==> config.mk <==
export PLATFORM = sky130hd
export DESIGN_NAME = zion_basic_circuit_lib_skid_reg
export DESIGN_NICKNAME = d
export VERILOG_FILES = /design/src/rtl/zion_basic_circuit_lib_skid_reg_pkg.sv /design/src/rtl/zion_basic_circuit_lib_skid_reg_dff.sv /design/src/rtl/zion_basic_circuit_lib_skid_reg.sv
export SDC_FILE = /design/constraint.sdc
export NUM_CORES = 1
export LEC_CHECK = 0
export ABC_CLOCK_PERIOD_IN_PS = 2630
export CORE_MARGIN = 2
export CORE_UTILIZATION = 50
export CTS_CLUSTER_DIAMETER = 50
export CTS_CLUSTER_SIZE = 25
export DETAILED_ROUTE_END_ITERATION = 10
export HOLD_SLACK_MARGIN = 0.1
export PLACE_DENSITY = 0.93
export RECOVER_POWER = 25
export SETUP_SLACK_MARGIN = 0.05
export SLEW_MARGIN = 5
export SYNTH_ARGS = -nofsm -noshare
export SYNTH_HDL_FRONTEND = slang
export SYNTH_HIERARCHICAL = 1
export SYNTH_SLANG_ARGS = --single-unit
==> constraint.sdc <==
create_clock -name clk -period 2.63 [get_ports clk]
set_input_delay 0.263 -clock clk [delete_from_list [all_inputs] [get_ports clk]]
set_output_delay 0.263 -clock clk [all_outputs]
set_load 0.01 [all_outputs]
==> src/rtl/zion_basic_circuit_lib_skid_reg_pkg.sv <==
// Shared types for the Zion basic circuit library.
// Holds the skid register state encoding.
package ZionBasicCircuitLib_Pkg;

    typedef enum logic [1:0] {
        EMPTY,
        BUSY,
        FULL
    } SkidState_t;

endpackage

==> src/rtl/zion_basic_circuit_lib_skid_reg_dff.sv <==
// Enabled DFF with synchronous, active-high reset.
// Used for the main and skid data registers of the skid slice.
module zion_basic_circuit_lib_skid_reg_dff #(
    parameter int WIDTH = 8,
    parameter logic [WIDTH-1:0] INI = '0
) (
    input  logic             clk,
    input  logic             rst,
    input  logic             en,
    input  logic [WIDTH-1:0] d,
    output logic [WIDTH-1:0] q
);

    always_ff @(posedge clk) begin
        if (rst) begin
            q <= INI;
        end else if (en) begin
            q <= d;
        end
    end

endmodule

==> src/rtl/zion_basic_circuit_lib_skid_reg.sv <==
// Full-throughput valid/ready register slice with a two-entry skid buffer.
// oVld, oRdy and oDat all come straight from flops.
`ifndef ZionBasicCircuitLib_SkidReg
`define ZionBasicCircuitLib_SkidReg(UnitName_, clk_, rst_, iVld_, oRdy_, iDat_, oVld_, iRdy_, oDat_, INI_DATA_='0) \
    zion_basic_circuit_lib_skid_reg #( \
        .WIDTH($bits(iDat_)), \
        .INI_DATA(INI_DATA_) \
    ) UnitName_ ( \
        .clk(clk_), \
        .rst(rst_), \
        .iVld(iVld_), \
        .oRdy(oRdy_), \
        .iDat(iDat_), \
        .oVld(oVld_), \
        .iRdy(iRdy_), \
        .oDat(oDat_) \
    );
`endif

module zion_basic_circuit_lib_skid_reg
    import ZionBasicCircuitLib_Pkg::*;
#(
    parameter int WIDTH = 8,
    parameter logic [WIDTH-1:0] INI_DATA = '0
) (
    input  logic             clk,
    input  logic             rst,
    input  logic             iVld,
    output logic             oRdy,
    input  logic [WIDTH-1:0] iDat,
    output logic             oVld,
    input  logic             iRdy,
    output logic [WIDTH-1:0] oDat
);

    if (WIDTH < 1) begin : g_width_chk
`ifdef CHECK_ERR_EXIT
        $fatal(1, "zion_basic_circuit_lib_skid_reg: WIDTH must be >= 1");
`else
        $error("zion_basic_circuit_lib_skid_reg: WIDTH must be >= 1");
`endif
    end

    SkidState_t       state;
    logic             acc;
    logic             dlv;
    logic             m_en;
    logic             s_en;
    logic [WIDTH-1:0] m_nxt;
    logic [WIDTH-1:0] sDat;

    assign acc = iVld & oRdy;
    assign dlv = oVld & iRdy;

    // Main register refills from the skid entry when draining FULL.
    always_comb begin
        m_en  = 1'b0;
        s_en  = 1'b0;
        m_nxt = iDat;
        unique case (state)
            EMPTY: begin
                m_en = acc;
            end
            BUSY: begin
                m_en = acc & dlv;
                s_en = acc & ~dlv;
            end
            FULL: begin
                m_en  = dlv;
                m_nxt = sDat;
            end
            default: begin
                m_en = 1'b0;
            end
        endcase
    end

    always_ff @(posedge clk) begin
        if (rst) begin
            state <= EMPTY;
            oVld  <= 1'b0;
            oRdy  <= 1'b1;
        end else begin
            unique case (state)
                EMPTY: begin
                    if (acc) begin
                        state <= BUSY;
                        oVld  <= 1'b1;
                        oRdy  <= 1'b1;
                    end
                end
                BUSY: begin
                    if (acc & ~dlv) begin
                        state <= FULL;
                        oRdy  <= 1'b0;
                    end else if (~acc & dlv) begin
                        state <= EMPTY;
                        oVld  <= 1'b0;
                    end
                end
                FULL: begin
                    if (dlv) begin
                        state <= BUSY;
                        oRdy  <= 1'b1;
                    end
                end
                default: begin
                    state <= EMPTY;
                    oVld  <= 1'b0;
                    oRdy  <= 1'b1;
                end
            endcase
        end
    end

    zion_basic_circuit_lib_skid_reg_dff #(
        .WIDTH(WIDTH),
        .INI  (INI_DATA)
    ) u_main (
        .clk(clk),
        .rst(rst),
        .en (m_en),
        .d  (m_nxt),
        .q  (oDat)
    );

    zion_basic_circuit_lib_skid_reg_dff #(
        .WIDTH(WIDTH),
        .INI  (INI_DATA)
    ) u_skid (
        .clk(clk),
        .rst(rst),
        .en (s_en),
        .d  (iDat),
        .q  (sDat)
    );

endmodule

==> impl_metrics.ini <==
[outcome]
outcome = complete, no violations

[worst_setup_path]
crit_type = flip-flop to flip-flop
worstSetupStartpoint = state[1]$_SDFFE_PP0P_
worst_setup_path_endpoint = u_main/q[2]$_SDFFE_PP0P_
r2r_end = u_main/q[2]$_SDFFE_PP0P_
required_ps = 2820
reg2reg_setup_slack_ps = 720
cp_max_fo = 10
startpoint_type = flip-flop
worst-r2r-cell-count = 5
arrival_ps = 2100
cp-end-kind = flip-flop
timing.rr.start = state[1]$_SDFFE_PP0P_

[synthesis]
synth_edf_count = 0
yosysTopAreaCell = dfxtp_1
synth_top_family_by_area = multiplexers
synthXorXnorAreaFrac_pct = 0
synth_mux_area_share_pct = 27.9
seq_area_frac_synth_pct = 44.6
synth_nets = 102
synth_compound_gate_area_share_pct = 7.39
yosys-top-cells-count = dfxtp_1 (20), nor2_1 (19), mux2i_1 (16)
yosysMostFrequentCell = dfxtp_1
synthTopCellsByArea = dfxtp_1 (45%), mux2i_1 (18%), mux2_2 (10%)
netlist.area_leader.share_pct = 44.6
synth_warnings = 6
synth_cell_type_count = 22
ys_seq_elements = 20
syn_area_um2 = 897
synth-simple-area-share_pct = 15.8
ys_dominant_reg_cell = dfxtp_1
async_flop_share_pct = 0
synth_fa_ha_area_share_pct = 0
syn_inst = 90
postSynthAreaPerCell_um2 = 9.97

[cts]
post_cts_buffers = 0
insertion_delay_ps = 290
cts_tree = yes
post_cts_resized = 0
clock-root-buffer = clkbuf_4
ctsLongestPathBuffers = 2
path_clk_slew_ps = 110
cts_made_buffers = 3
cts.sinks = 20
ctsHoldBuffers = 0
htreeDepth = 1

[hold_path]
hp-class = flip-flop to flip-flop

[global_routing]
grt.total_usage_pct = 18.4
antenna_found_initial = 0
globalRouteOverflowTotal = 0
grt_max_degree = 23
grt_pass1_vias = 644
grt_pass1_wl_mm = 2.75

[sta]
whs_ps = 504
max_freq_mhz = 524
final.min_clock_period_ps = 1910
slew_headroom_pct = 67.1
maxSlewViolCount = 0
tightest_slew_ps = 493
setup_viol = 0
finalSetupTns_ps = 0
rsz0062_at_grt = no
skew_ps = 3.18
fin_crit_sh_pct = 72.5
worst_slack_ps = 722
hold_violations = 0

[floorplanning]
die_y_um = 46.4
die-area_um2 = 2150
coreArea_um2 = 1710
rows = 15
die_w_um = 46.4
start_util_pct = 52.5
ios = 22

[finish]
fillers = 120
area_growth_pct = 28.7
diodes = 0
drive_above_1_share_pct = 13.4
nets = 125

[detailed_routing]
wl_per_cell_um = 12.8
drt-total-wl_mm = 1.75
drc_errors = 0
dr.pass1.iters = 4
vias = 701
final_antenna_net_count = 0
post_drt_via_cell_ratio = 5.12
drt_iter0_drc = 12

[pwr]
powerDensity_nw_per_um2 = 701
ir_drop_mv = 0.343
p_leak_nw = 0.456

[place]
dp_hpwl_mm = 1.22
place_congestion = 0.939
dp_slack_ps = 551
port_buffers = 21

[job]
cap_violations = 0
==> how the worst min path moves through the flow <==
stage                          endpoint  cells after the start                     start
2_1_floorplan         oVld$_SDFFE_PP0P_                      1                       rst
5_1_grt        u_skid/q[5]$_SDFFE_PP0P_                      2  u_skid/q[5]$_SDFFE_PP0P_
3_5_place_dp   u_skid/q[3]$_SDFFE_PP0P_                      2  u_skid/q[3]$_SDFFE_PP0P_
4_1_cts        u_skid/q[4]$_SDFFE_PP0P_                      2  u_skid/q[4]$_SDFFE_PP0P_
6_report       u_skid/q[6]$_SDFFE_PP0P_                      2  u_skid/q[6]$_SDFFE_PP0P_
3_3_place_gp   u_skid/q[1]$_SDFFE_PP0P_                      2  u_skid/q[1]$_SDFFE_PP0P_
==> routing by layer <==
layer  part of all wire [%]  GRT usage [%]  vias up
met4                   0.74           10.9        0
met1                     46           22.6      328
met3                    5.0           5.88        2
met2                     48           27.8       16
li1                       -              -      355
met5                      0              0        -
==> worst max-delay path, cell delays in order (launching register included) <==
cell	delay, ps
dfxtp_1	480
nand2b_1	320
o22ai_1	480
buf_4	250
mux2i_1	200
nor2_1	70
==> power by group <==
group	internal (mW)	leakage [nW]	switching (mW)
logic	0.144	0.271	0.113
clock network	0.0844	0.0210	0.0895
registers	0.345	0.164	0.0347
==> sequential cells by signal, indices dropped and copies added (netlist names) <==
name,flops
oVld,1
oRdy,1
u_main/q,8
state,2
u_skid/q,8
==> layout by cell type, fill, tap and decap left out, drive strengths merged, types with 2 or more instances in the layout <==
master and instances:
a211o 2, dlygate4sd3 5, a21o 2, dfxtp 20, nor2 19, nand3 3, nand2 3, mux2 8
mux2i 16, a21oi 2, clkdlybuf4s50 16, nand3b 2, clkbuf 4, buf 2
==> kinds of logic (layout without fill, tap and decap cells) <==
kind of cell | Yosys count | count (layout)
simple gates | 31 | 31
mux | 24 | 24
flops | 20 | 20
compound gates | 9 | 9
buf+inv | 6 | 28
==> through the flow <==
step	util (%)	instances	instance area (um^2)	power [mW]
floorplan	-	90	897	0.552
global placement	65.5	133	1120	0.636
detailed placement	65.5	133	1120	0.644
CTS	67.6	137	1150	0.822
global route	67.6	137	1150	0.857
finish	67.6	137	1150	0.810
==> cell type report <==
class / instances / area [um^2] / area share (%)
multi-input combinational: 64 / 458 / 39.7
timing repair buffer: 23 / 225 / 19.5
sequential: 20 / 400 / 34.7
tap: 25 / 31.3 / 2.71
inverter: 1 / 3.75 / 0.325
clock buffer: 4 / 36.3 / 3.14
Power figures use the tool's default switching activity.
==> variant 1, RTL diff (same settings) <==
The 3 states of `SkidState_t` get a one-hot encoding in 3 bits.
--- a/src/rtl/zion_basic_circuit_lib_skid_reg_pkg.sv
+++ b/src/rtl/zion_basic_circuit_lib_skid_reg_pkg.sv
@@ -2,10 +2,10 @@
 // Holds the skid register state encoding.
 package ZionBasicCircuitLib_Pkg;
 
-    typedef enum logic [1:0] {
-        EMPTY,
-        BUSY,
-        FULL
+    typedef enum logic [2:0] {
+        EMPTY = 3'b001,
+        BUSY  = 3'b010,
+        FULL  = 3'b100
     } SkidState_t;
 
 endpackage
Formal check against the unedited RTL: no difference found for any inputs over 10 cycles, from zero or initial values and one cycle with rst high; not proved beyond that.
==> variant 1 against the original RTL <==
  * Cell area up 6.8%
  * Sequential cell count up 1
  * Worst setup slack better by 0.14 ns
  * Non-clock buffer count unchanged
  * Wire length up 15%
  * Synthesized area up 9.6%
  * Sequential share of layout area down 0.59 points
  * Critical endpoint is now u_main/q[6]
  * Largest cell class unchanged
Power is not compared: it rests on default switching activity, and its combinational part moved more than twofold at a synthesized area within 25%.
==> variant 1: results (changes against the original RTL) <==
* Non-Filler Instances at 147 (+7.3%)
* Largest regs: u_main/q: 8 flops, u_skid/q: 8 flops, state: 3 flops
* Cts bufs inserted at 3 (unchanged)
* Share of layout cells above drive strength 1 at 15.0% (+1.6 points)
* Remaining DRCs at 0 (unchanged)
* IO Port Bufs at 21 (unchanged)
* Starting DRT DRC Count at 1 (-11)
* Post-synth net total at 110 (+7.8%)
* Most frequent cells after synthesis: dfxtp_1 (21), nor2_1 (17), mux2i_1 (16)
* Global-route wire length before repair at 3450 um (+26%)
* Pin count of the biggest net entering global routing at 24 (+4.3%)
* Arr. time, crit path at 1.93 ns (-0.17 ns)
* DP Worst Slack at 0.733 ns (+0.182 ns)
* Post-synthesis mux area share at 25.4% (-2.4 points)
* Syn Inst Count at 98 (+8.9%)
* Status: completed
* Vias in the first global route at 740 (+15%)
* Synth area leaders: dfxtp_1 (43%), mux2i_1 (16%), mux2_2 (9.2%)
* Clk_lat worst skew at 0.29 ns (about the same)
* Total GRT Usage at 18.4% (+0.019 points)
* Area after DPL at 0.00121 mm^2 (+7.9%)
* Max Root-Sink Buffers at 2 (unchanged)
* Post-synthesis xor/xnor area fraction at 0.891% (+0.89 points)
* Largest stage delay, worst path at 0.48 ns (about the same)
* Final Setup Violations at 0 (unchanged)
* Fill cells at 141 (+18%)
* Main flop type after synthesis: dfxtp_1
* Post-placement cell count at 143 (+7.5%)
* Postcts setup bufs at 0 (unchanged)
* Via/cell ratio at 5.20 (+1.7%)
* Setup Skew at 0.00158 ns (-0.00160 ns)
* Clk root buf: clkbuf_4
* Synth Area in Compound Gates at 9.41% (+2.0 points)
* Adder-Cell Fraction of Synth Area at 0% (unchanged)
* Worst-path clk slew at 0.11 ns (about the same)
* Final Wtd Congestion at 0.770 (-18%)
* Yosys warnings at 6 (unchanged)
* Crit-path max FO at 8 (-2)
* Ant diodes at 0 (unchanged)
* Sequential element share of the synthesized area at 42.7% (-1.9 points)
* Synth unique cells at 30 (+36%)
* Dpl hpwl at 1410 um (+16%)
* Final #Nets at 133 (+6.4%)
* Drt pass-1 iters at 4 (unchanged)
* Worst-margin pin slew at 0.796 ns (+0.303 ns)
* Initial antenna violation count at 0 (unchanged)
* Maximum clock rate at 0.566 GHz (+8.0%)
* DR WL/cell at 13.7 um (+6.9%)
* H-tree depth at 1 (unchanged)
==> variant 1: cell families (layout without fill, tap and decap cells) <==
family                    after synthesis  in the layout
AOI/OAI and AO/OA                      13             13
xor gates and xnor gates                1              1
buffers and inverters                   7             29
DFF                                    21             21
muxes                                  24             24
and+or+nand+nor                        32             32
==> variant 1: worst paths after layout <==
path / cells after the start / slack, ns / to / startpoint
hold reg to reg: 2 / 0.51 / u_skid/q[1] / u_skid/q[1]
setup reg to reg: 6 / 0.86 / u_main/q[6] / state[0]
hold / removal: 2 / 0.51 / u_skid/q[1] / u_skid/q[1]
setup / recovery: 6 / 0.86 / u_main/q[6] / state[0]
==> variant 1: final cells by class <==
class                   instances  area share, %
repair buffers                 23           18.3
well taps                      27           2.74
multi-input cells              70           42.2
inverters                       2          0.609
flip-flops and latches         21           34.1
clock buffers                   4           2.13
==> variant 1: layer usage <==
layer / track usage [%] / part of all wire (%) / wire, um
met5: 0 / 0 / 0
met4: 7.62 / 0.60 / 12
met3: 1.54 / 2.4 / 49
met2: 30.6 / 48 / 969
met1: 24.8 / 49 / 977
==> variant 1: per-stage QoR <==
step                total power, uW  utilization [%]
global route                    633             64.9
global placement                458             63.5
floorplan                       413                -
finish                          608             64.9
detailed placement              463             63.5
CTS                             613             64.9
==> variant 1: worst register-to-register path, stage by stage, from the launching register on <==
cell     delay, ns
dfxtp_1       0.48
or2b_1        0.29
o22a_1        0.21
o22ai_1       0.13
buf_4         0.21
mux2i_1       0.24
nor2_1        0.07
==> variant 1: report_power, final <==
part           leakage, uW  total, uW  internal, uW  switching, uW
combinational     0.000278        109          62.9           46.4
clock            0.0000150        153          59.0           94.2
sequential        0.000171        346           333           12.8
==> variant 2, RTL diff (same flow settings) <==
Made on the original files. `WIDTH` is set to 8 in 2 places; all go to 7.
--- a/src/rtl/zion_basic_circuit_lib_skid_reg_dff.sv
+++ b/src/rtl/zion_basic_circuit_lib_skid_reg_dff.sv
@@ -1,7 +1,7 @@
 // Enabled DFF with synchronous, active-high reset.
 // Used for the main and skid data registers of the skid slice.
 module zion_basic_circuit_lib_skid_reg_dff #(
-    parameter int WIDTH = 8,
+    parameter int WIDTH = 7,
     parameter logic [WIDTH-1:0] INI = '0
 ) (
     input  logic             clk,
--- a/src/rtl/zion_basic_circuit_lib_skid_reg.sv
+++ b/src/rtl/zion_basic_circuit_lib_skid_reg.sv
@@ -20,7 +20,7 @@
 module zion_basic_circuit_lib_skid_reg
     import ZionBasicCircuitLib_Pkg::*;
 #(
-    parameter int WIDTH = 8,
+    parameter int WIDTH = 7,
     parameter logic [WIDTH-1:0] INI_DATA = '0
 ) (
     input  logic             clk,
Ports: changed (resized iDat and oDat); port bits go from 22 to 20. No check against the original RTL was run, so the function may have changed too.
==> variant 2 against the original RTL <==
  * Sequential cell count is 2 lower
  * Wire length decreased by 14%
  * Clock power is 26% lower
  * Total power shrank 13%
  * Worst setup slack worse by 0.079 ns
  * Cell area down 11%
  * Synthesized area is 9.6% lower
  * Sequential power down 9.5%
  * First-iteration DRC count stayed put
  * Clock skew grew 0.0027 ns
  * Sequential share of layout area up 0.54 points
  * Global-route usage down 1.4 points
==> variant 2: results (changes against the original RTL) <==
* M3 GR Usage at 3.27% (-2.6 points)
* Setup Skew at 0.00590 ns (+0.00272 ns)
* Comb. pwr at 229 uW (-11%)
* Met2 GRT Util at 27.6% (-0.13 points)
* Final #Nets at 114 (-8.8%)
* Largest stage delay, worst path at 0.78 ns (+0.30 ns)
* IO Port Bufs at 19 (-9.5%)
* DR WL/cell at 12.8 um (+0.32%)
* Switching power at 208 uW (-12%)
* Min-Delay Endpoint: u_skid/q[2]
* RR Endpoint: u_main/q[4]
* Worst-path clk slew at 0.09 ns (-0.02 ns)
* Dpl hpwl at 1090 um (-10%)
* Top sig layer: met3
* Share of layout cells above drive strength 1 at 11.9% (-1.5 points)
* Final wirelength at 1500 um (-14%)
* Arr. time, crit path at 2.17 ns (+0.07 ns)
* Worst Reg-to-Reg Cells at 4 (-1)
* Worst Min Path Start: u_skid/q[2]
* Slowest CP cell: o22ai_1
* Global-route wire length before repair at 2480 um (-9.8%)
* Synth area leaders: dfxtp_1 (44%), mux2i_1 (17%), mux2_2 (9.7%)
* Area after DPL at 0.00100 mm^2 (-11%)
* Vias at 643 (-8.3%)
* Clk network pwr share at 18.4% (-3.1 points)
* Sequential element share of the synthesized area at 44.4% (-0.19 points)
* Cts bufs inserted at 3 (unchanged)
* Pin count of the biggest net entering global routing at 21 (-8.7%)
* R2r setup slk at 0.64 ns (-0.08 ns)
* Worst hold slack at 0.500 ns (-0.00389 ns)
* Crit-path max FO at 9 (-1)
* Sw frac at 29.7% (+0.48 points)
* Met1 Usage GRT at 21.3% (-1.3 points)
* Post-synth net total at 92 (-9.8%)
* Detailed-routed wire length on met2 at 756 um (-10%)
* DP Worst Slack at 0.454 ns (-0.0974 ns)
* Status: completed
* Synthesized area per cell at 10.0 um^2 (+0.42%)
* Vias in the first global route at 603 (-6.4%)
* Post-placement cell count at 114 (-14%)
* Leakage at 0.000403 uW (-12%)
* DR WL met3 at 87 um (-1.1%)
* Crit path max-delay family: compound AO/OA/AOI/OAI gates
* Worst-margin pin slew at 0.893 ns (+0.400 ns)
* Largest regs: u_main/q: 7 flops, u_skid/q: 7 flops, state: 2 flops
* Yosys warnings at 6 (unchanged)
* Total GRT Usage at 17.0% (-1.4 points)
[variant 2: layout make-up]
type                            instances  area [um^2]
Tap cell                               16         20.0
Multi-Input combinational cell         59          419
Clock buffer                            3         22.5
Timing Repair Buffer                   20          198
Sequential cell                        18          360
Fill cell                             129          483
Inverter                                1         3.75
[variant 2: kinds of logic after synthesis]
| group | count (synthesis) | synth area share, % |
|---|---|---|
| flip-flops | 18 | 44.4 |
| buffers and inverters | 4 | 3.86 |
| multiplexers | 21 | 27.0 |
| AND/OR/NAND/NOR | 29 | 16.5 |
| AO/OA/AOI/OAI | 9 | 8.18 |
[variant 2: how the worst max path moves through the flow]
stage	start	to	slack, ns	cells after the start
detailed placement	iRdy	u_main/q[4]	0.45	5
CTS	state[1]	u_main/q[4]	0.62	4
floorplan	state[0]	u_skid/q[0]	1.31	5
finish	state[1]	u_main/q[4]	0.64	4
global placement	iRdy	u_main/q[3]	0.53	5
global route	state[1]	u_main/q[4]	0.46	4
